<file path="src/rtl/link_tx.sv">
// link_tx: send/ready transmit source holding PE words in a DEPTH-entry FIFO.
// Define LINK_TX_STATS_EN to add the saturating tx_sent_cnt delivery counter.
module link_tx #(
    parameter int DATA_W = 64,
    parameter int DEPTH  = 4,
    parameter int ADDR_W = 2
) (
    input  logic              clk,
    input  logic              reset,
    input  logic              pe_wr,
    input  logic [DATA_W-1:0] pe_di,
    input  logic              pe_flush,
    output logic              pe_full,
    output logic [ADDR_W:0]   pe_count,
    output logic              pe_ovf,
`ifdef LINK_TX_STATS_EN
    output logic [15:0]       tx_sent_cnt,
`endif
    input  logic              tx_en,
    input  logic              tx_ri,
    output logic              tx_so,
    output logic [DATA_W-1:0] tx_do
);

    localparam logic [ADDR_W:0]   FULL_CNT = (ADDR_W+1)'(DEPTH);
    localparam logic [ADDR_W:0]   CNT_ONE  = (ADDR_W+1)'(1);
    localparam logic [ADDR_W-1:0] PTR_ONE  = ADDR_W'(1);

    logic [DATA_W-1:0] mem [DEPTH];
    logic [ADDR_W-1:0] rd_ptr;
    logic [ADDR_W-1:0] wr_ptr;
    logic [ADDR_W:0]   count;
    logic              wr_accept;
    logic              rd_fire;

    // Status is decoded from registered count only, so tx_so never sees tx_ri.
    assign tx_so     = (count != '0);
    assign pe_full   = (count == FULL_CNT);
    assign pe_count  = count;
    assign tx_do     = tx_so ? mem[rd_ptr] : '0;
    assign rd_fire   = tx_en & tx_so & tx_ri;
    assign wr_accept = pe_wr & ~pe_full;

    // NOTE: sequential state uses non-blocking assignments so every register sees pre-edge values.
    always_ff @(posedge clk or negedge reset) begin
        if (!reset) begin
            rd_ptr <= '0;
            wr_ptr <= '0;
            count  <= '0;
            pe_ovf <= 1'b0;
        end else if (pe_flush) begin
            rd_ptr <= '0;
            wr_ptr <= '0;
            count  <= '0;
            pe_ovf <= 1'b0;
        end else begin
            if (rd_fire)
                rd_ptr <= rd_ptr + PTR_ONE;
            if (wr_accept)
                wr_ptr <= wr_ptr + PTR_ONE;
            if (pe_wr & pe_full)
                pe_ovf <= 1'b1;
            case ({wr_accept, rd_fire})
                2'b10:   count <= count + CNT_ONE;
                2'b01:   count <= count - CNT_ONE;
                default: count <= count;
            endcase
        end
    end

    // NOTE: storage is not reset; tx_do is masked to zero while empty so stale entries never leak.
    always_ff @(posedge clk) begin
        if (wr_accept && !pe_flush)
            mem[wr_ptr] <= pe_di;
    end

`ifdef LINK_TX_STATS_EN
    always_ff @(posedge clk or negedge reset) begin
        if (!reset)
            tx_sent_cnt <= '0;
        else if (pe_flush)
            tx_sent_cnt <= '0;
        else if (rd_fire && tx_sent_cnt != 16'hFFFF)
            tx_sent_cnt <= tx_sent_cnt + 16'd1;
    end
`endif

endmodule

</file>
<file path="config.mk">
export PLATFORM = sky130hd
export DESIGN_NAME = link_tx
export DESIGN_NICKNAME = d
export VERILOG_FILES = /design/src/rtl/link_tx.sv
export SDC_FILE = /design/constraint.sdc
export NUM_CORES = 1
export LEC_CHECK = 0
export CELL_PAD_IN_SITES_DETAIL_PLACEMENT = 0
export CELL_PAD_IN_SITES_GLOBAL_PLACEMENT = 1
export CORE_ASPECT_RATIO = 1.25
export CORE_UTILIZATION = 43
export DETAILED_ROUTE_END_ITERATION = 6
export PLACE_DENSITY_LB_ADDON = 0.1
export SYNTH_ARGS = -nofsm -noshare
export SYNTH_HDL_FRONTEND = slang
export SYNTH_SLANG_ARGS = --single-unit
</file>
<file path="constraint.sdc">
create_clock -name clk -period 2.9 [get_ports clk]
set_input_delay 0.58 -clock clk [delete_from_list [all_inputs] [get_ports clk]]
set_output_delay 0.58 -clock clk [all_outputs]
set_load 0.01 [all_outputs]
</file>
After elaboration in Yosys (flattened, before gate mapping)
Memories as Yosys holds them, arrays and structs flattened.
Cells that the tools add are included.
{"block": "totals", "mem_count": 1, "ramBits": 256, "reg_bits": 8, "inputBits": 70, "out_inout_bits": 70, "elab_cells": 35}
{"name": "mem", "depth": 4, "width": 64, "read_ports": 1, "rd_clocked_by_memory_dff": 0, "write_ports": 1, "line": "29", "source": "logic [DATA_W-1:0] mem [DEPTH];"}
{"block": "classes", "mux": 11, "addsub": 4, "eq_ne": 3, "n_reduce_logical": 7, "n_bitwise": 5}
{"cell": "64-bit 2-to-1 mux", "n": 1}
{"cell": "2-bit 2-to-1 mux", "n": 4}
{"cell": "3-bit case mux with 2 select lines", "n": 1}
{"cell": "2-bit nonzero test", "n": 3}
{"cell": "3-bit nonzero test", "n": 2}
{"cell": "2-bit by 1-bit adder with 2-bit output (second input constant)", "n": 2}
{"cell": "1-bit bitwise AND", "n": 4}
{"cell": "1-bit 2-to-1 mux", "n": 4}
{"cell": "3-bit by 1-bit adder with 3-bit output (second input constant)", "n": 1}
{"cell": "3-bit equality test (second input constant)", "n": 1}
{"cell": "3-bit 2-to-1 mux", "n": 1}
{"cell": "3-bit by 1-bit subtractor with 3-bit output (second input constant)", "n": 1}
{"cell": "2-bit by 1-bit equality test with 1-bit output (second input constant)", "n": 1}
{"cell": "2-bit equality test (second input constant)", "n": 1}
{"cell": "1-bit logical AND", "n": 1}
{"cell": "1-bit logical NOT", "n": 1}
{"cell": "1-bit inverter", "n": 1}

Depth between registers and ports, before layout
Gate-level depths: netlist (run 1).
{"block": "depth", "word_depth": 6, "depth_mapped": 7}

Least setup slack after synthesis (run 1)
No wires, ideal clock.
{"block": "synth_path", "path_type": "register to register", "start": "register count[2] (netlist: pe_count[2])", "end": "memory mem[0][0] (enable)", "arrival_ns": 2.495, "path_slack_ns": -0.024, "period_less_slack_ns": 2.924, "required_time_ns": 2.471, "path_buffers": 0, "path_stages_with_launch": 5, "path_cell_list": "dfrtp_1 > or3b_4 > nand2_4 > nor2_1 > and2_1"}
{"block": "synth_via", "elab_chain_len": 6}
{"item": "start, declared", "line": "32", "source": "logic [ADDR_W:0] count;"}
{"item": "start signal, assigned", "line": "64", "source": "2'b10: count <= count + CNT_ONE;"}
{"item": "start signal, assigned", "line": "65", "source": "2'b01: count <= count - CNT_ONE;"}
{"item": "start signal, assigned", "line": "66", "source": "default: count <= count;"}
{"item": "3-bit equality test", "line": "38", "source": "assign pe_full = (count == FULL_CNT);"}
{"item": "1-bit inverter", "line": "42", "source": "assign wr_accept = pe_wr & ~pe_full;"}
{"item": "1-bit bitwise AND", "line": "42"}
{"item": "1-bit logical AND", "line": "73", "source": "if (wr_accept && !pe_flush)"}
{"item": "1-bit 2-to-1 mux", "line": "73"}
{"item": "1-bit 2-to-1 mux (implied by the code)", "line": "74", "source": "mem[wr_ptr] <= pe_di;"}
{"item": "end, declared", "line": "29"}
No other way between the ends.

Worst setup path in the final report (run 1)
{"block": "layout_path", "start": "register rd_ptr[0]", "end": "output tx_do[59]"}
{"block": "layout_via", "elab_chain_len": 2}
{"item": "start, declared", "line": "30", "source": "logic [ADDR_W-1:0] rd_ptr;"}
{"item": "start signal, assigned", "line": "58", "source": "rd_ptr <= rd_ptr + PTR_ONE;"}
{"item": "memory 4 x 64 bit"}
{"item": "64-bit 2-to-1 mux", "line": "40", "source": "assign tx_do = tx_so ? mem[rd_ptr] : '0;"}
{"item": "end, declared", "line": "22", "source": "output logic [DATA_W-1:0] tx_do"}
No other way between the ends.

==> results of run 1 <==
layout make-up:
type,count,area [um^2],area share
inverters,3,11.3,0.000861
flip-flops and latches,264,7900,0.604
clock buffers,37,713,0.0545
clock inverters,10,43.8,0.00335
repair buffers,176,1870,0.143
multi-input cells,169,2190,0.167
well taps,288,360,0.0275
routing by layer:
layer	wire length, um	vias to the layer above	part of all wire
met4	423	2	0.020
met1	8470	2623	0.40
met2	11100	140	0.53
li1	-	2223	-
met5	13	-	0.00062
met3	1070	38	0.051
what timing repair did:
| item | in CTS | in global routing |
|---|---|---|
| setup buffers | 13 | 0 |
| setup endpoints to repair | 64 | 30 |
| cloned | 4 | 0 |
| gates resized for setup | 83 | 33 |
| hold endpoints to repair | 0 | 0 |
final timing paths:
| check | from | end | slack, ns | cells past startpoint |
|---|---|---|---|---|
| max | rd_ptr[0] | tx_do[59] | 0.04 | 6 |
| min | reset | wr_ptr[1] | 0.35 | 1 |
| max reg2reg | pe_count[2] | mem[0][36] | 0.80 | 5 |
| min reg2reg | pe_ovf | pe_ovf | 0.50 | 2 |
| max in group asynchronous | reset | rd_ptr[1] | 2.24 | 1 |
| min in group clk | pe_ovf | pe_ovf | 0.50 | 2 |
power by group:
part           leakage, nW  internal (mW)  switching (mW)
Clock                0.372           1.70            1.32
Combinational         1.63          0.998           0.890
Sequential            2.43           4.35          0.0405
flip-flops by register name, summed over array words and instances (netlist names):
register	count
mem	256
pe_count	3
rd_ptr	2
wr_ptr	2
pe_ovf	1
logic make-up after synthesis:
logic type	count (synthesis)	share of synthesized area
AOI/OAI and AO/OA	7	0.00578
muxes	66	0.144
xor gates and xnor gates	4	0.00418
and+or+nand+nor	87	0.0520
buffers and inverters	25	0.0113
DFF	264	0.776
adders and majority gates	5	0.00689
synthesized netlist by cell type, drive strengths merged (3+ instances only):
cell	instances
clkbuf	12
and2	68
edfxtp	256
mux4	64
a21oi	3
xnor2	3
dfrtp	8
inv	3
buf	10
ha	4
nand2	4
nor2	6
metrics by stage:
| stage | std cells | area [um^2] |
|---|---|---|
| 2_1_floorplan | 458 | 10200 |
| 3_3_place_gp | 883 | 12200 |
| 3_5_place_dp | 883 | 12200 |
| 4_1_cts | 947 | 13100 |
| 5_1_grt | 947 | 13100 |
| 6_report | 947 | 13100 |
worst reg2reg max path, delay by kind of cell, from the launching register on:
family / cells / cell delay (ns)
and+or+nand+nor: 4 / 1.07
DFF: 1 / 0.45
buffers and inverters: 1 / 0.26
==> flow_summary.ini, run 1 <==
[status]
status = finished, final reports clean

[setup_path]
crit_fanout = 10
cp-end-kind = primary output
crit_buf_inv = 4
arrival_ns = 2.28
startpoint_type = flip-flop
path_class = reg2out
critical-path-max-stage-delay_ns = 0.49
cp_top_family = buffers and inverters
crit_chain = buf_12, buf_12, buf_8, mux4_2, and2_1, clkdlybuf4s15_2
cp.required_ns = 2.32
crit_path_frequent_cell = buf_12
cp_slowest_cell = dfrtp_4

[yosys]
synth_cell_types = 32
yosys.area.top_type = edfxtp_1
async_reset_ff_frac = 0.0303
ys_ff_latch = 264
yosysWarnings = 0
ys.flop_type = edfxtp_1
synth_edf_count = 256
synth.area.top_cells = edfxtp_1, mux4_2, and2_1
syn-cell-area_um2 = 10200
yosysTopAreaCellShare = 0.756
synthCells = 458
ys_seq_area_frac = 0.776
syn_area_per_cell_um2 = 22.2
syn_nets = 533

[detailed_routing]
wire_per_inst_um = 22.3
detail_route.first_pass.iterations = 4
routed_via_density = 5.31
wl_um = 21100
drc = 0
drt_iter0_drc = 302
drtAntennaViolNets = 0
dr_total_vias = 5026

[job]
max_cap_viol_count = 0

[clock_tree]
clock-root-buffer = clkbuf_16
cts.clk_slew.worst_paths_ns = 0.06
htreeDepth = 1
cts_tree = yes
cts_hold_buf = 0
clockBufferDepth = 3
clock-sinks = 264
cts_made_buffers = 26
clock_latency_ns = 0.52

[global_route]
antenna_found_initial = 1
use_met3 = 0.0358
use_met2 = 0.323
use_met1 = 0.219
gr-max-usage-layer = met2
grt_remaining_overflow = 0
track_usage = 0.180
grt_pass1_wl_um = 32300
grt_pass1_vias = 5586
grt_max_degree = 34

[layout]
final_common_cell = edfxtp_1
nets = 715
fin_util = 0.566
num-fill-cells = 1813
layout-drive-gt1-share = 0.250
diodes = 0
final_cell_mix = edfxtp_1, clkdlybuf4s50_1, mux4_2
syn_to_final_growth_pct = 28.6

[floorplanning]
rows = 62
die_w_um = 140
design.core.area_um2 = 23100
io_pins = 140
die_h_um = 174
dieArea_um2 = 24300
start_util = 0.440

[timing]
setup_violations = 0
fin_ws_ns = 0.0410
rsz0062_at_grt = yes
holdWs_ns = 0.349
tightest_slew_ns = 0.438
hold_viol = 0
period_needed_ns = 2.86
fmax_mhz = 350
fin_crit_sh = 0.986
slew_viol_final = 0
tns_ns = 0
max_slew_margin = 0.707
finalClockSkew_ns = 0.00671

[power_and_ir_drop]
power_leakage_nw = 4.43
ir_worst_vdd_uv = 497
p_per_area_nw_per_um2 = 711
p_total_mw = 9.30

[placement]
hpwl_um = 12300
gp_congestion = 0.715
pre_cts_ws_ns = 0.255
port_buffers = 139

[worst_hold_path]
hp-class = in2async
Note: power is estimated with default switching activity, not from simulation.
==> inputs of run 2 (changes only) <==
--- a/config.mk
+++ b/config.mk
@@ -5,10 +5,11 @@
 export SDC_FILE = /design/constraint.sdc
 export NUM_CORES = 1
 export LEC_CHECK = 0
+export CAP_MARGIN = 40
 export CELL_PAD_IN_SITES_DETAIL_PLACEMENT = 0
 export CELL_PAD_IN_SITES_GLOBAL_PLACEMENT = 1
 export CORE_ASPECT_RATIO = 1.25
-export CORE_UTILIZATION = 43
+export CORE_UTILIZATION = 47
 export DETAILED_ROUTE_END_ITERATION = 6
 export PLACE_DENSITY_LB_ADDON = 0.1
 export SYNTH_ARGS = -nofsm -noshare
==> constraint.sdc (replaced) <==
create_clock -name clk -period 3.01 [get_ports clk]
set_input_delay 0.602 -clock clk [delete_from_list [all_inputs] [get_ports clk]]
set_output_delay 0.602 -clock clk [all_outputs]
set_load 0.01 [all_outputs]
==> run 2 against run 1 <==
Compared with the run above:
- the run now ends with setup timing left
- count of clock-buffer cells in the layout decreased by 6
- final area up 0.78%
- sequential cell count did not move
- non-clock buffer count up 1
- utilization up 6.1 points
- sequential share of layout area fell by 0.47 points
- first-iteration DRC count shrank 33%
- via count up 0.12%
- power shrank 2.2%
- clock skew rose by 0.0023 ns
- critical endpoint is now tx_do[36]
- largest power group unchanged
==> flow_summary.ini, run 2 (same netlist as run 1, synthesis figures left out) <==
[detailed_routing]
drt_iter0_drc = 203
dr_total_vias = 5032
wire_per_inst_um = 21.2
drc = 0
detail_route.first_pass.iterations = 4
routed_via_density = 5.39
wl_um = 19800
drtAntennaViolNets = 0

[timing]
max_slew_margin = 0.689
fmax_mhz = 329
rsz0062_at_grt = yes
finalClockSkew_ns = 0.00902
hold_viol = 0
fin_ws_ns = -0.0271
fin_crit_sh = 1.01
period_needed_ns = 3.04
tightest_slew_ns = 0.465
setup_violations = 16
slew_viol_final = 0
holdWs_ns = 0.396
tns_ns = -0.168

[clock_tree]
clock-sinks = 264
htreeDepth = 1
cts_hold_buf = 0
clockBufferDepth = 3
cts.clk_slew.worst_paths_ns = 0.06
cts_tree = yes
clock_latency_ns = 0.51
cts_made_buffers = 26
clock-root-buffer = clkbuf_16

[global_route]
grt_pass1_wl_um = 30500
track_usage = 0.182
grt_remaining_overflow = 0
grt_pass1_vias = 5542
antenna_found_initial = 1
grt_max_degree = 34

[floorplanning]
start_util = 0.483
io_pins = 140
dieArea_um2 = 22200
design.core.area_um2 = 21000
die_h_um = 166
rows = 59
die_w_um = 134

[setup_path]
crit_path_start = rd_ptr[0]
worstRegToRegCells = 5
regToRegEndpoint = mem[3][2]
endpoint = tx_do[36]
crit_fanout = 14
regToRegSetupSlack_ns = 0.87
startpoint_type = flip-flop
r2r_start = pe_count[2]
cp.required_ns = 2.41
arrival_ns = 2.44
cp-end-kind = primary output
path_class = reg2out

[worst_hold_path]
hp-class = in2async

[placement]
hpwl_um = 12000
port_buffers = 139
placed_cell_area_um2 = 12200
gp_congestion = 0.765
dp_cells = 873

[status]
status = complete, but fails checks
violations = setup timing

[layout]
layout-drive-gt1-share = 0.232
diodes = 0
final_cells = 933
regMostFlops = mem
final_common_cell = edfxtp_1
final_design_area_no_fill_um2 = 13200
nets = 716
fin_util = 0.627
final_cell_mix = edfxtp_1, clkdlybuf4s50_1, mux4_2, and2_1, clkbuf_16
largest_reg_flops = 256
syn_to_final_growth_pct = 29.6

[power_and_ir_drop]
p_per_area_nw_per_um2 = 690
ir_worst_vdd_uv = 506
power_leakage_nw = 4.64

[job]
max_cap_viol_count = 0
run 2: timing repair:
| item | in CTS | in global routing |
|---|---|---|
| gates resized for setup | 26 | 22 |
| gates cloned | 0 | 1 |
| endpoints found under the setup margin | 64 | 48 |
| setup buffers | 12 | 1 |
run 2: metal layers:
metal / track usage / vias up / part of all wire
met5: 0 / - / 0
met4: 0.0499 / 0 / 0.017
met3: 0.0329 / 27 / 0.054
met2: 0.320 / 148 / 0.53
met1: 0.231 / 2638 / 0.40
li1: - / 2219 / -
run 2: critical path, stage by stage (launching register included):
cell	delay, ns
dfrtp_4	0.45
buf_12	0.14
buf_12	0.17
mux4_2	0.50
and2_1	0.18
clkdlybuf4s50_1	0.47
run 2: worst min-delay path by stage:
| stage | end | slack, ns | depth (start not counted) | start |
|---|---|---|---|---|
| detailed placement | pe_ovf | 0.50 | 2 | pe_ovf |
| finish | pe_ovf | 0.40 | 1 | reset |
| global placement | pe_ovf | 0.50 | 2 | pe_ovf |
| global route | wr_ptr[0] | 0.42 | 1 | reset |
| floorplan | pe_count[0] | 0.31 | 0 | reset |
| CTS | pe_ovf | 0.39 | 1 | reset |
run 2: cell type report:
cell class                 count  area [um^2]
clock buffer                  31          691
clock inverter                15          119
fill                        1500         7860
inverter                       3         11.3
multi-input combinational    169         2180
sequential                   264         7900
tap                          274          343
timing repair buffer         177         1940
run 2: per-stage QoR:
step | setup slack [ns] | power [mW]
global route | -0.114 | 9.46
detailed placement | 0.366 | 6.14
CTS | -0.0714 | 9.22
finish | -0.0271 | 9.10
global placement | 0.368 | 6.13
floorplan | 0.0858 | 5.16
run 2: where the power goes:
part	total [mW]	internal (mW)	leakage (nW)	switching (mW)
clock	3.04	1.79	0.396	1.25
sequential	4.25	4.19	2.43	0.0576
combinational	1.81	1.00	1.82	0.804
total	9.10	6.99	4.64	2.11
==> inputs of run 3 (changes only) <==
--- a/config.mk
+++ b/config.mk
@@ -11,7 +11,7 @@
 export CORE_ASPECT_RATIO = 1.25
 export CORE_UTILIZATION = 47
 export DETAILED_ROUTE_END_ITERATION = 6
-export PLACE_DENSITY_LB_ADDON = 0.1
+export PLACE_DENSITY_LB_ADDON = 0.15
 export SYNTH_ARGS = -nofsm -noshare
 export SYNTH_HDL_FRONTEND = slang
 export SYNTH_SLANG_ARGS = --single-unit
==> run 3 against run 2 <==
Compared with the run above:
- sequential power barely moved
- combinational power fell by 6%
- register-to-register slack barely moved
- clock skew rose by 0.00068 ns
- non-clock buffer count fell by 1
- the flow now finishes without violations
- sequential share of layout area fell by 0.063 points
- final cell count fell by 0.43%
- fmax rose by 3.4%
- highest routed layer unchanged
- clock power rose by 11%
- via count fell by 2.6%
- worst setup slack improved by 0.10 ns
- utilization rose by 0.065 points
==> flow_summary.ini, run 3 (same netlist as run 1, synthesis figures left out) <==
[status]
status = finished, final reports clean

[power_and_ir_drop]
p_total_mw = 9.32
power_leakage_nw = 4.64
p_per_area_nw_per_um2 = 706
ir_worst_vdd_uv = 497

[timing]
rsz0062_at_grt = no
period_needed_ns = 2.94
max_slew_margin = 0.704
fmax_mhz = 341
finalClockSkew_ns = 0.00970
holdWs_ns = 0.391
tightest_slew_ns = 0.443
setup_violations = 0
fin_crit_sh = 0.976
hold_viol = 0
slew_viol_final = 0

[detailed_routing]
dr_total_vias = 4900
detail_route.first_pass.iterations = 4
wire_per_inst_um = 20.7
met1Wirelength_um = 7960
drc = 0
routed_via_density = 5.27
drtAntennaViolNets = 0
wl_um = 19200
met2WireLength_um = 10200
highest_layer = met4
met3_wirelength_um = 819
drt_iter0_drc = 232

[floorplanning]
rows = 59
design.core.area_um2 = 21000
start_util = 0.483
die_w_um = 134
io_pins = 140
die_h_um = 166
dieArea_um2 = 22200

[global_route]
grt_remaining_overflow = 0
track_usage = 0.178
antenna_found_initial = 0
grt_pass1_vias = 5260
grt_pass1_wl_um = 30000
grt_max_degree = 41

[clock_tree]
clock-sinks = 264
clock_latency_ns = 0.50
htreeDepth = 1
cts_made_buffers = 25
clockBufferDepth = 3
clock-root-buffer = clkbuf_16
cts.clk_slew.worst_paths_ns = 0.06
cts_tree = yes

[layout]
final_common_cell = edfxtp_1
nets = 714
diodes = 0
regMostFlops = mem
syn_to_final_growth_pct = 29.8
largest_reg_flops = 256
layout-drive-gt1-share = 0.234
final_cell_mix = edfxtp_1, clkdlybuf4s50_1, mux4_2, and2_1, dlygate4sd2_1

[placement]
port_buffers = 139
gp_congestion = 0.698
hpwl_um = 11800

[setup_path]
arrival_ns = 2.33
worstRegToRegCells = 5
cp-end-kind = primary output
crit_fanout = 4
startpoint_type = flip-flop
path_class = reg2out
cp.required_ns = 2.41

[worst_hold_path]
hp-class = in2async

[job]
max_cap_viol_count = 0
==> run 3: changes by cell type in the layout (fill, tap and decap cells not counted), moves of 3 or more <==
cell,change
dlygate4sd2_1,+32
dlymetal6s2s_1,-10
clkbuf_16,-3
bufinv_16,+5
clkdlybuf4s50_1,-22
==> run 3: cell type report <==
type	count	area [um^2]
Clock buffer	27	633
Clock inverter	16	253
Fill cell	1488	7840
Inverter	3	11.3
Multi-Input combinational cell	169	2180
Sequential cell	264	7900
Tap cell	274	343
Timing Repair Buffer	176	1880
==> run 3: final timing paths <==
path                                   from         to  slack [ns]
max in group asynchronous             reset  rd_ptr[0]        2.30
worst max register to register  pe_count[2]  mem[1][2]        0.88
worst max-delay path              rd_ptr[0]   tx_do[7]        0.07
min in group clk                     pe_ovf     pe_ovf        0.52
worst min register to register       pe_ovf     pe_ovf        0.52
worst min-delay path                  reset  rd_ptr[1]        0.39
==> run 3: report_power, final <==
part / switching, mW / leakage, nW / internal [mW]
Sequential: 0.0518 / 2.43 / 4.19
Combinational: 0.782 / 1.78 / 0.931
Clock: 1.25 / 0.433 / 2.11
==> run 3: stage by stage <==
| stage | std cells | instance area (um^2) | utilization | worst slack, ns | setup TNS, ns |
|---|---|---|---|---|---|
| floorplan | 458 | 10200 | - | 0.0858 | 0 |
| global placement | 871 | 12100 | 0.577 | 0.361 | 0 |
| detailed placement | 871 | 12100 | 0.577 | 0.355 | 0 |
| CTS | 926 | 13100 | 0.625 | -0.0119 | -0.0202 |
| global route | 929 | 13200 | 0.627 | 0.00127 | 0 |
| finish | 929 | 13200 | 0.627 | 0.0732 | 0 |
==> run 3: repair_timing <==
item	4_1_cts	5_1_grt
setup buffers	11	3
gates cloned	1	0
resized for setup	60	12
endpoints found under the setup margin	64	14
hold buffers	0	0
==> run 3: critical path, stage by stage (launching register included) <==
cell	delay, ns
dfrtp_4	0.44
buf_6	0.14
buf_6	0.13
mux4_2	0.48
and2_1	0.17
clkdlybuf4s50_1	0.47
==> run 3: routing by layer <==
metal	vias up	track usage
li1	2215	-
met2	129	0.312
met4	0	0.0450
met1	2531	0.231
met3	25	0.0280
met5	-	0
